### config.mk
export PLATFORM = sky130hd
export DESIGN_NAME = des_f_function
export DESIGN_NICKNAME = d
export VERILOG_FILES = /design/src/rtl/des_pkg.sv /design/src/rtl/des_sbox.sv /design/src/rtl/des_f_function.sv
export SDC_FILE = /design/constraint.sdc
export NUM_CORES = 1
export LEC_CHECK = 0
export CAP_MARGIN = 0
export CORE_ASPECT_RATIO = 1.4
export CORE_MARGIN = 3
export CORE_UTILIZATION = 57
export CTS_BUF_LIST = sky130_fd_sc_hd__clkbuf_16
export CTS_CLUSTER_SIZE = 14
export DETAILED_ROUTE_END_ITERATION = 8
export DONT_BUFFER_PORTS = 1
export PLACE_DENSITY = 0.75
export SKIP_CTS_REPAIR_TIMING = 1
export SYNTH_ARGS = -nofsm -noshare
export SYNTH_HDL_FRONTEND = slang
export SYNTH_SLANG_ARGS = --single-unit
### constraint.sdc
create_clock -name clk -period 1.13 [get_ports clk]
set_clock_uncertainty 0.2 [all_clocks]
set_input_delay 0.339 -clock clk [delete_from_list [all_inputs] [get_ports clk]]
set_output_delay 0.339 -clock clk [all_outputs]
set_load 0.1 [all_outputs]
### src/rtl/des_pkg.sv
// -----------------------------------------------------------------------------
// des_pkg: shared constants for the DES round function f(R, K).
//   R_W / K_W : half-block and round-key widths
//   E_TABLE   : expansion table, FIPS 46-3 1-based bit numbers (48 entries)
//   P_TABLE   : permutation table, FIPS 46-3 1-based bit numbers (32 entries)
//   SBOX      : S1..S8, each 64 entries stored row-major (row*16 + column)
// -----------------------------------------------------------------------------
package des_pkg;

  localparam int R_W = 32;
  localparam int K_W = 48;

  localparam int E_TABLE [0:47] = '{
    32,  1,  2,  3,  4,  5,  4,  5,  6,  7,  8,  9,
     8,  9, 10, 11, 12, 13, 12, 13, 14, 15, 16, 17,
    16, 17, 18, 19, 20, 21, 20, 21, 22, 23, 24, 25,
    24, 25, 26, 27, 28, 29, 28, 29, 30, 31, 32,  1
  };

  localparam int P_TABLE [0:31] = '{
    16,  7, 20, 21, 29, 12, 28, 17,  1, 15, 23, 26,  5, 18, 31, 10,
     2,  8, 24, 14, 32, 27,  3,  9, 19, 13, 30,  6, 22, 11,  4, 25
  };

  localparam int SBOX [0:7][0:63] = '{
    '{14,  4, 13,  1,  2, 15, 11,  8,  3, 10,  6, 12,  5,  9,  0,  7,
       0, 15,  7,  4, 14,  2, 13,  1, 10,  6, 12, 11,  9,  5,  3,  8,
       4,  1, 14,  8, 13,  6,  2, 11, 15, 12,  9,  7,  3, 10,  5,  0,
      15, 12,  8,  2,  4,  9,  1,  7,  5, 11,  3, 14, 10,  0,  6, 13},
    '{15,  1,  8, 14,  6, 11,  3,  4,  9,  7,  2, 13, 12,  0,  5, 10,
       3, 13,  4,  7, 15,  2,  8, 14, 12,  0,  1, 10,  6,  9, 11,  5,
       0, 14,  7, 11, 10,  4, 13,  1,  5,  8, 12,  6,  9,  3,  2, 15,
      13,  8, 10,  1,  3, 15,  4,  2, 11,  6,  7, 12,  0,  5, 14,  9},
    '{10,  0,  9, 14,  6,  3, 15,  5,  1, 13, 12,  7, 11,  4,  2,  8,
      13,  7,  0,  9,  3,  4,  6, 10,  2,  8,  5, 14, 12, 11, 15,  1,
      13,  6,  4,  9,  8, 15,  3,  0, 11,  1,  2, 12,  5, 10, 14,  7,
       1, 10, 13,  0,  6,  9,  8,  7,  4, 15, 14,  3, 11,  5,  2, 12},
    '{ 7, 13, 14,  3,  0,  6,  9, 10,  1,  2,  8,  5, 11, 12,  4, 15,
      13,  8, 11,  5,  6, 15,  0,  3,  4,  7,  2, 12,  1, 10, 14,  9,
      10,  6,  9,  0, 12, 11,  7, 13, 15,  1,  3, 14,  5,  2,  8,  4,
       3, 15,  0,  6, 10,  1, 13,  8,  9,  4,  5, 11, 12,  7,  2, 14},
    '{ 2, 12,  4,  1,  7, 10, 11,  6,  8,  5,  3, 15, 13,  0, 14,  9,
      14, 11,  2, 12,  4,  7, 13,  1,  5,  0, 15, 10,  3,  9,  8,  6,
       4,  2,  1, 11, 10, 13,  7,  8, 15,  9, 12,  5,  6,  3,  0, 14,
      11,  8, 12,  7,  1, 14,  2, 13,  6, 15,  0,  9, 10,  4,  5,  3},
    '{12,  1, 10, 15,  9,  2,  6,  8,  0, 13,  3,  4, 14,  7,  5, 11,
      10, 15,  4,  2,  7, 12,  9,  5,  6,  1, 13, 14,  0, 11,  3,  8,
       9, 14, 15,  5,  2,  8, 12,  3,  7,  0,  4, 10,  1, 13, 11,  6,
       4,  3,  2, 12,  9,  5, 15, 10, 11, 14,  1,  7,  6,  0,  8, 13},
    '{ 4, 11,  2, 14, 15,  0,  8, 13,  3, 12,  9,  7,  5, 10,  6,  1,
      13,  0, 11,  7,  4,  9,  1, 10, 14,  3,  5, 12,  2, 15,  8,  6,
       1,  4, 11, 13, 12,  3,  7, 14, 10, 15,  6,  8,  0,  5,  9,  2,
       6, 11, 13,  8,  1,  4, 10,  7,  9,  5,  0, 15, 14,  2,  3, 12},
    '{13,  2,  8,  4,  6, 15, 11,  1, 10,  9,  3, 14,  5,  0, 12,  7,
       1, 15, 13,  8, 10,  3,  7,  4, 12,  5,  6, 11,  0, 14,  9,  2,
       7, 11,  4,  1,  9, 12, 14,  2,  0,  6, 10, 13, 15,  3,  5,  8,
       2,  1, 14,  7,  4, 10,  8, 13, 15, 12,  9,  0,  3,  5,  6, 11}
  };

endpackage

### src/rtl/des_sbox.sv
// -----------------------------------------------------------------------------
// des_sbox: one DES S-box, purely combinational table lookup.
//   SBOX_IDX : 0..7 selects S1..S8
//   i_bits   : 6-bit group, i_bits[5] = b1 ... i_bits[0] = b6
//   o_val    : 4-bit substitution result
// -----------------------------------------------------------------------------
module des_sbox
  import des_pkg::*;
#(
  parameter int SBOX_IDX = 0
) (
  input  logic [5:0] i_bits,
  output logic [3:0] o_val
);

  logic [5:0] w_idx;

  // Row {b1,b6} is the upper two index bits, column b2..b5 the lower four.
  assign w_idx = {i_bits[5], i_bits[0], i_bits[4:1]};
  assign o_val = SBOX[SBOX_IDX][w_idx][3:0];

endmodule

### src/rtl/des_f_function.sv
// -----------------------------------------------------------------------------
// des_f_function: DES round function f(R, K) = P(S(E(R) xor K)) with a
// registered output and valid flag. DES bit n lives at vector index (width-n).
//   clk, rst (async, active high)
//   in_valid, R_in[31:0], round_key[47:0] : input transaction
//   out_valid, f_out[31:0]                : registered result
// Build option DES_F_PIPE2_EN: adds a register after the key mix (X plus
// valid), giving 2-cycle latency; otherwise latency is 1 cycle.
// -----------------------------------------------------------------------------
module des_f_function
  import des_pkg::*;
(
  input  logic             clk,
  input  logic             rst,
  input  logic             in_valid,
  input  logic [R_W-1:0]   R_in,
  input  logic [K_W-1:0]   round_key,
  output logic             out_valid,
  output logic [R_W-1:0]   f_out
);

  logic [K_W-1:0] w_e;
  logic [K_W-1:0] w_x;
  logic [K_W-1:0] w_sbox_in;
  logic           w_stage_valid;
  logic [R_W-1:0] w_s;
  logic [R_W-1:0] w_f;
  logic [R_W-1:0] r_f;
  logic           r_valid;

  // Expansion: E bit i (1-based) takes R bit E_TABLE[i].
  always_comb begin
    w_e = '0;
    for (int i = 0; i < K_W; i++) begin
      w_e[K_W-1-i] = R_in[R_W-E_TABLE[i]];
    end
  end

  assign w_x = w_e ^ round_key;

`ifdef DES_F_PIPE2_EN
  logic [K_W-1:0] r_x;
  logic           r_x_valid;

  // Intermediate stage: X and its valid bit travel together.
  always_ff @(posedge clk or posedge rst) begin
    if (rst) begin
      r_x       <= '0;
      r_x_valid <= 1'b0;
    end else begin
      r_x_valid <= in_valid;
      if (in_valid) begin
        r_x <= w_x;
      end
    end
  end

  assign w_sbox_in     = r_x;
  assign w_stage_valid = r_x_valid;
`else
  assign w_sbox_in     = w_x;
  assign w_stage_valid = in_valid;
`endif

  // Eight S-boxes, group j taken MSB-first, outputs concatenated MSB-first.
  for (genvar j = 0; j < 8; j++) begin : g_sbox
    des_sbox #(.SBOX_IDX(j)) u_sbox (
      .i_bits (w_sbox_in[K_W-1-6*j -: 6]),
      .o_val  (w_s[R_W-1-4*j -: 4])
    );
  end

  // Permutation: f bit i (1-based) takes S bit P_TABLE[i].
  always_comb begin
    w_f = '0;
    for (int i = 0; i < R_W; i++) begin
      w_f[R_W-1-i] = w_s[R_W-P_TABLE[i]];
    end
  end

  // Output register: capture on valid, hold data otherwise.
  always_ff @(posedge clk or posedge rst) begin
    if (rst) begin
      r_f     <= 32'h0000_0000;
      r_valid <= 1'b0;
    end else begin
      r_valid <= w_stage_valid;
      if (w_stage_valid) begin
        r_f <= w_f;
      end
    end
  end

  assign f_out     = r_f;
  assign out_valid = r_valid;

endmodule

==> impl_metrics.ini, run 1 <==
[synthesis]
synth_top_cell_by_area = dfrtp_1
synthCells = 839
syn_nets = 984
synth_flop_cell = dfrtp_1
yosysWarnings = 0
synth.avg_cell_area_um2 = 7.40
ys_seq_area_share_pct = 13.3
ys_types = 59
synth_edf_count = 0
synth_top_area_share_pct = 13.3
ys_seq_elements = 33
synth.area.top_cells = dfrtp_1 (13%), ha_1 (12%), xnor2_1 (8.0%)
async_reset_ff_share_pct = 100
synth_area_mm2 = 0.00621

[placement]
hpwl_um = 17600
io_buffers = 0
gp_congestion = 1.00

[grt]
grt_overflow_total = 950
grt_usage_pct = 97.3
grt_max_degree = 53

[run_status]
haltStage = 5_1_grt
error = [ERROR GRT-0232] Routing congestion too high. Check the congestion heatmap in the GUI.
status = did not finish

[clock_network]
cts_root_buf = clkbuf_16
clock_sink_count = 33
numCtsBuffers = 5
cts_buffer_depth = 2
htree_levels = 2

[floorplanning]
initial_core_util_pct = 59.0
fp.dieH_um = 129
die_w_um = 94.2
ios = 116
core.rowCount = 44

[sta]
worstEndpointGrtRepair = f_out[22]$_DFFE_PP0P_/D
worstEpCategory = register data pin
==> cells by family after synthesis <==
group / after synthesis / synth area share [%]
mux: 23 / 5.28
buf+inv: 78 / 4.90
compound gates: 294 / 31.5
xor+xnor: 100 / 15.3
fa+ha+maj: 62 / 12.5
simple gates: 249 / 17.3
flops: 33 / 13.3
==> synthesized netlist by cell type, drive strengths merged (5+ instances only) <==
library cell and n:
buf 9, mux4 7, nand3 25, a311oi 7, o21ai 61, xnor2 63, o211ai 25, mux2 5
nand2 91, mux2i 11, o2111ai 6, o221ai 9, xor2 37, a2111oi 9, a21oi 72, o311ai 8
o31ai 9, clkbuf 42, a32oi 5, inv 24, a211oi 25, ha 62, a31oi 22, nor3 30
nor2 79, dfrtp 33
==> stage by stage <==
step | util, % | TNS, ps | cells | setup slack, ps | area (um2)
2_1_floorplan | - | -25010 | 839 | -1050 | 7090
3_3_place_gp | 87.1 | -26380 | 1174 | -893 | 9160
3_5_place_dp | 87.1 | -28300 | 1174 | -980 | 9160
4_1_cts | 88.4 | -29200 | 1182 | -686 | 9300
==> per-layer routing <==
metal | track usage (%) | overflow
met5 | 31.7 | 0
met4 | 115 | 280
met3 | 72.9 | 10
met2 | 125 | 651
met1 | 86.8 | 9
==> run 2: changes to the inputs <==
- CORE_ASPECT_RATIO: 1.4 -> unset
- CORE_UTILIZATION: 57 -> 40
- CTS_BUF_LIST: sky130_fd_sc_hd__clkbuf_16 -> unset
- CTS_CLUSTER_SIZE: 14 -> unset
- PLACE_DENSITY: 0.75 -> unset
- PLACE_DENSITY_LB_ADDON: unset -> 0.15
- clock period: 1.13 -> 1.5 ns (I/O delays scaled with it)
==> run 2 against run 1 <==
- synthesized cell count is the same
- area after synthesis is the same
- the flow now finishes, with violations (setup timing)
==> impl_metrics.ini, run 2 <==
[run_status]
status = finished, violations left
failed_checks = setup timing

[setup_path]
crit_required_ps = 1470
crit_type = in -> reg
critPathMaxFanout = 6
critPathArrivalTime_ps = 1900
rrSetupSlack_ps = 170
crit_path_end_kind = register
worstSetupStartpointType = input port

[synthesis]
ys_seq_area_share_pct = 13.3
synthTopCellsByCount = nand2_1 (91), nor2_1 (79), a21oi_1 (72)
synth_top_area_share_pct = 13.3
synth_area_mm2 = 0.00621
synth_most_common_cell = nand2_1
async_reset_ff_share_pct = 100
synth_edf_count = 0
synthCells = 839
yosysWarnings = 0
ys_types = 59
ys_seq_elements = 33
synth.avg_cell_area_um2 = 7.40
syn_nets = 984
synth_top_cell_by_area = dfrtp_1
synth.area.top_cells = dfrtp_1 (13%), ha_1 (12%), xnor2_1 (8.0%)
synth_flop_cell = dfrtp_1

[floorplanning]
core-area_mm2 = 0.0149
initial_core_util_pct = 41.8
dieArea_mm2 = 0.0170
core.rowCount = 44
die_w_um = 131
fp.dieH_um = 131
ios = 116

[clock_network]
numCtsBuffers = 5
cts_tree = done
path_clk_slew_ps = 60
clkLatencyLatePin_ps = 300
cts_root_buf = clkbuf_16
htree_levels = 2
clock_sink_count = 33
cts_buffer_depth = 2

[pwr]
vdd_drop_max_mv = 0.701
cellLeakagePower_nw = 4.06
power.density_mw_per_mm2 = 962
power.total_mw = 9.82

[final_layout]
area.growth.synth_to_final_pct = 64.4
antennaDiodeCount = 0
layout_commonest_cell = buf_4
final_cell_mix = buf_4 (244), nand2_1 (84), nor2_1 (63)
drive_above_1_share_pct = 48.4
nets = 1225
largest_reg_flops = 32
final_area_mm2 = 0.0102

[placement]
gp_congestion = 0.949
io_buffers = 0
pre_cts_ws_ps = -753
hpwl_um = 16900
placed_area_mm2 = 0.00910

[sta]
finalCriticalPeriod_ps = 1930
tightest_slew_ps = 688
worst_slack_ps = -433
holdWs_ps = 50.5
max_freq_mhz = 517
period_share_pct = 129
hold_viol = 0
rsz0062_at_grt = true
slew_headroom_pct = 54.0
maxSlewViolCount = 0
setup_violations = 65

[route]
wl_per_cell_um = 18.2
ant_nets = 0
drt-vias-per-instance = 5.96
first_pass_iters = 5
num_vias = 7544
wirelength_um = 23000
drt_iter0_markers = 514
drc = 0

[grt]
grt_pass1_wl_um = 34900
grt_max_degree = 53
grt_antenna_before_repair = 0
grt_overflow_total = 0
grt_usage_pct = 24.8
grt_pass1_vias = 7178

[hold_path]
min_path_type = in -> reg

[run]
maxCapViolCount = 0
-- run 2: final cells by class --
type | instances | area (um2)
Clock inverter | 1 | 30.0
Fill cell | 1201 | 4660
Clock buffer | 7 | 143
Sequential cell | 33 | 928
Inverter | 27 | 131
Tap cell | 184 | 230
Timing Repair Buffer | 285 | 2440
Multi-Input combinational cell | 728 | 6300
-- run 2: metrics by stage --
step / utilization, % / cells / setup TNS (ps)
3_3_place_gp: 61.2 / 1230 / -18570
3_5_place_dp: 61.2 / 1230 / -19440
5_1_grt: 68.7 / 1265 / -13720
2_1_floorplan: - / 839 / -16700
6_report: 68.7 / 1265 / -11130
4_1_cts: 62.4 / 1238 / -13650
-- run 2: path summary, 6_finish.rpt --
path / from / endpoint / cells after the start
max: round_key[13] / f_out[13] / 8
min: in_valid / f_out[10] / 1
max reg2reg: f_out[29] / f_out[29] / 1
min reg2reg: f_out[20] / f_out[20] / 2
max in group asynchronous: rst / f_out[17] / 3
min in group asynchronous: rst / f_out[8] / 3
-- run 2: power breakdown --
| part | internal (mW) | leakage [nW] | switching [mW] | total (mW) |
|---|---|---|---|---|
| clock | 0.833 | 0.0841 | 0.480 | 1.31 |
| sequential | 1.22 | 0.353 | 1.48 | 2.70 |
| combinational | 2.83 | 3.62 | 2.97 | 5.80 |
| total | 4.89 | 4.06 | 4.93 | 9.82 |
-- run 2: logic make-up after synthesis --
kind of cell	after synthesis	synth area share, %
AO/OA/AOI/OAI	294	31.5
AND/OR/NAND/NOR	249	17.3
XOR/XNOR	100	15.3
buffers and inverters	78	4.90
adder cells (fa/ha/maj)	62	12.5
flip-flops	33	13.3
multiplexers	23	5.28
-- run 2: routing by layer --
metal  global-route usage, %  up-vias  part of all wire (%)
li1                        -     3595                     -
met1                    32.0     3611                    42
met2                    43.3      293                    50
met3                    4.19       45                   6.0
met4                    6.35        0                   2.2
met5                       0        -                     0
-- run 2: critical path, cell delays in order --
cell	delay, ps
xnor2_4	330
clkinv_4	150
ha_4	180
nand2_1	50
o21ai_1	80
mux4_2	480
nand3_2	90
o311ai_1	90
Note: power is estimated with default switching activity, not from simulation.
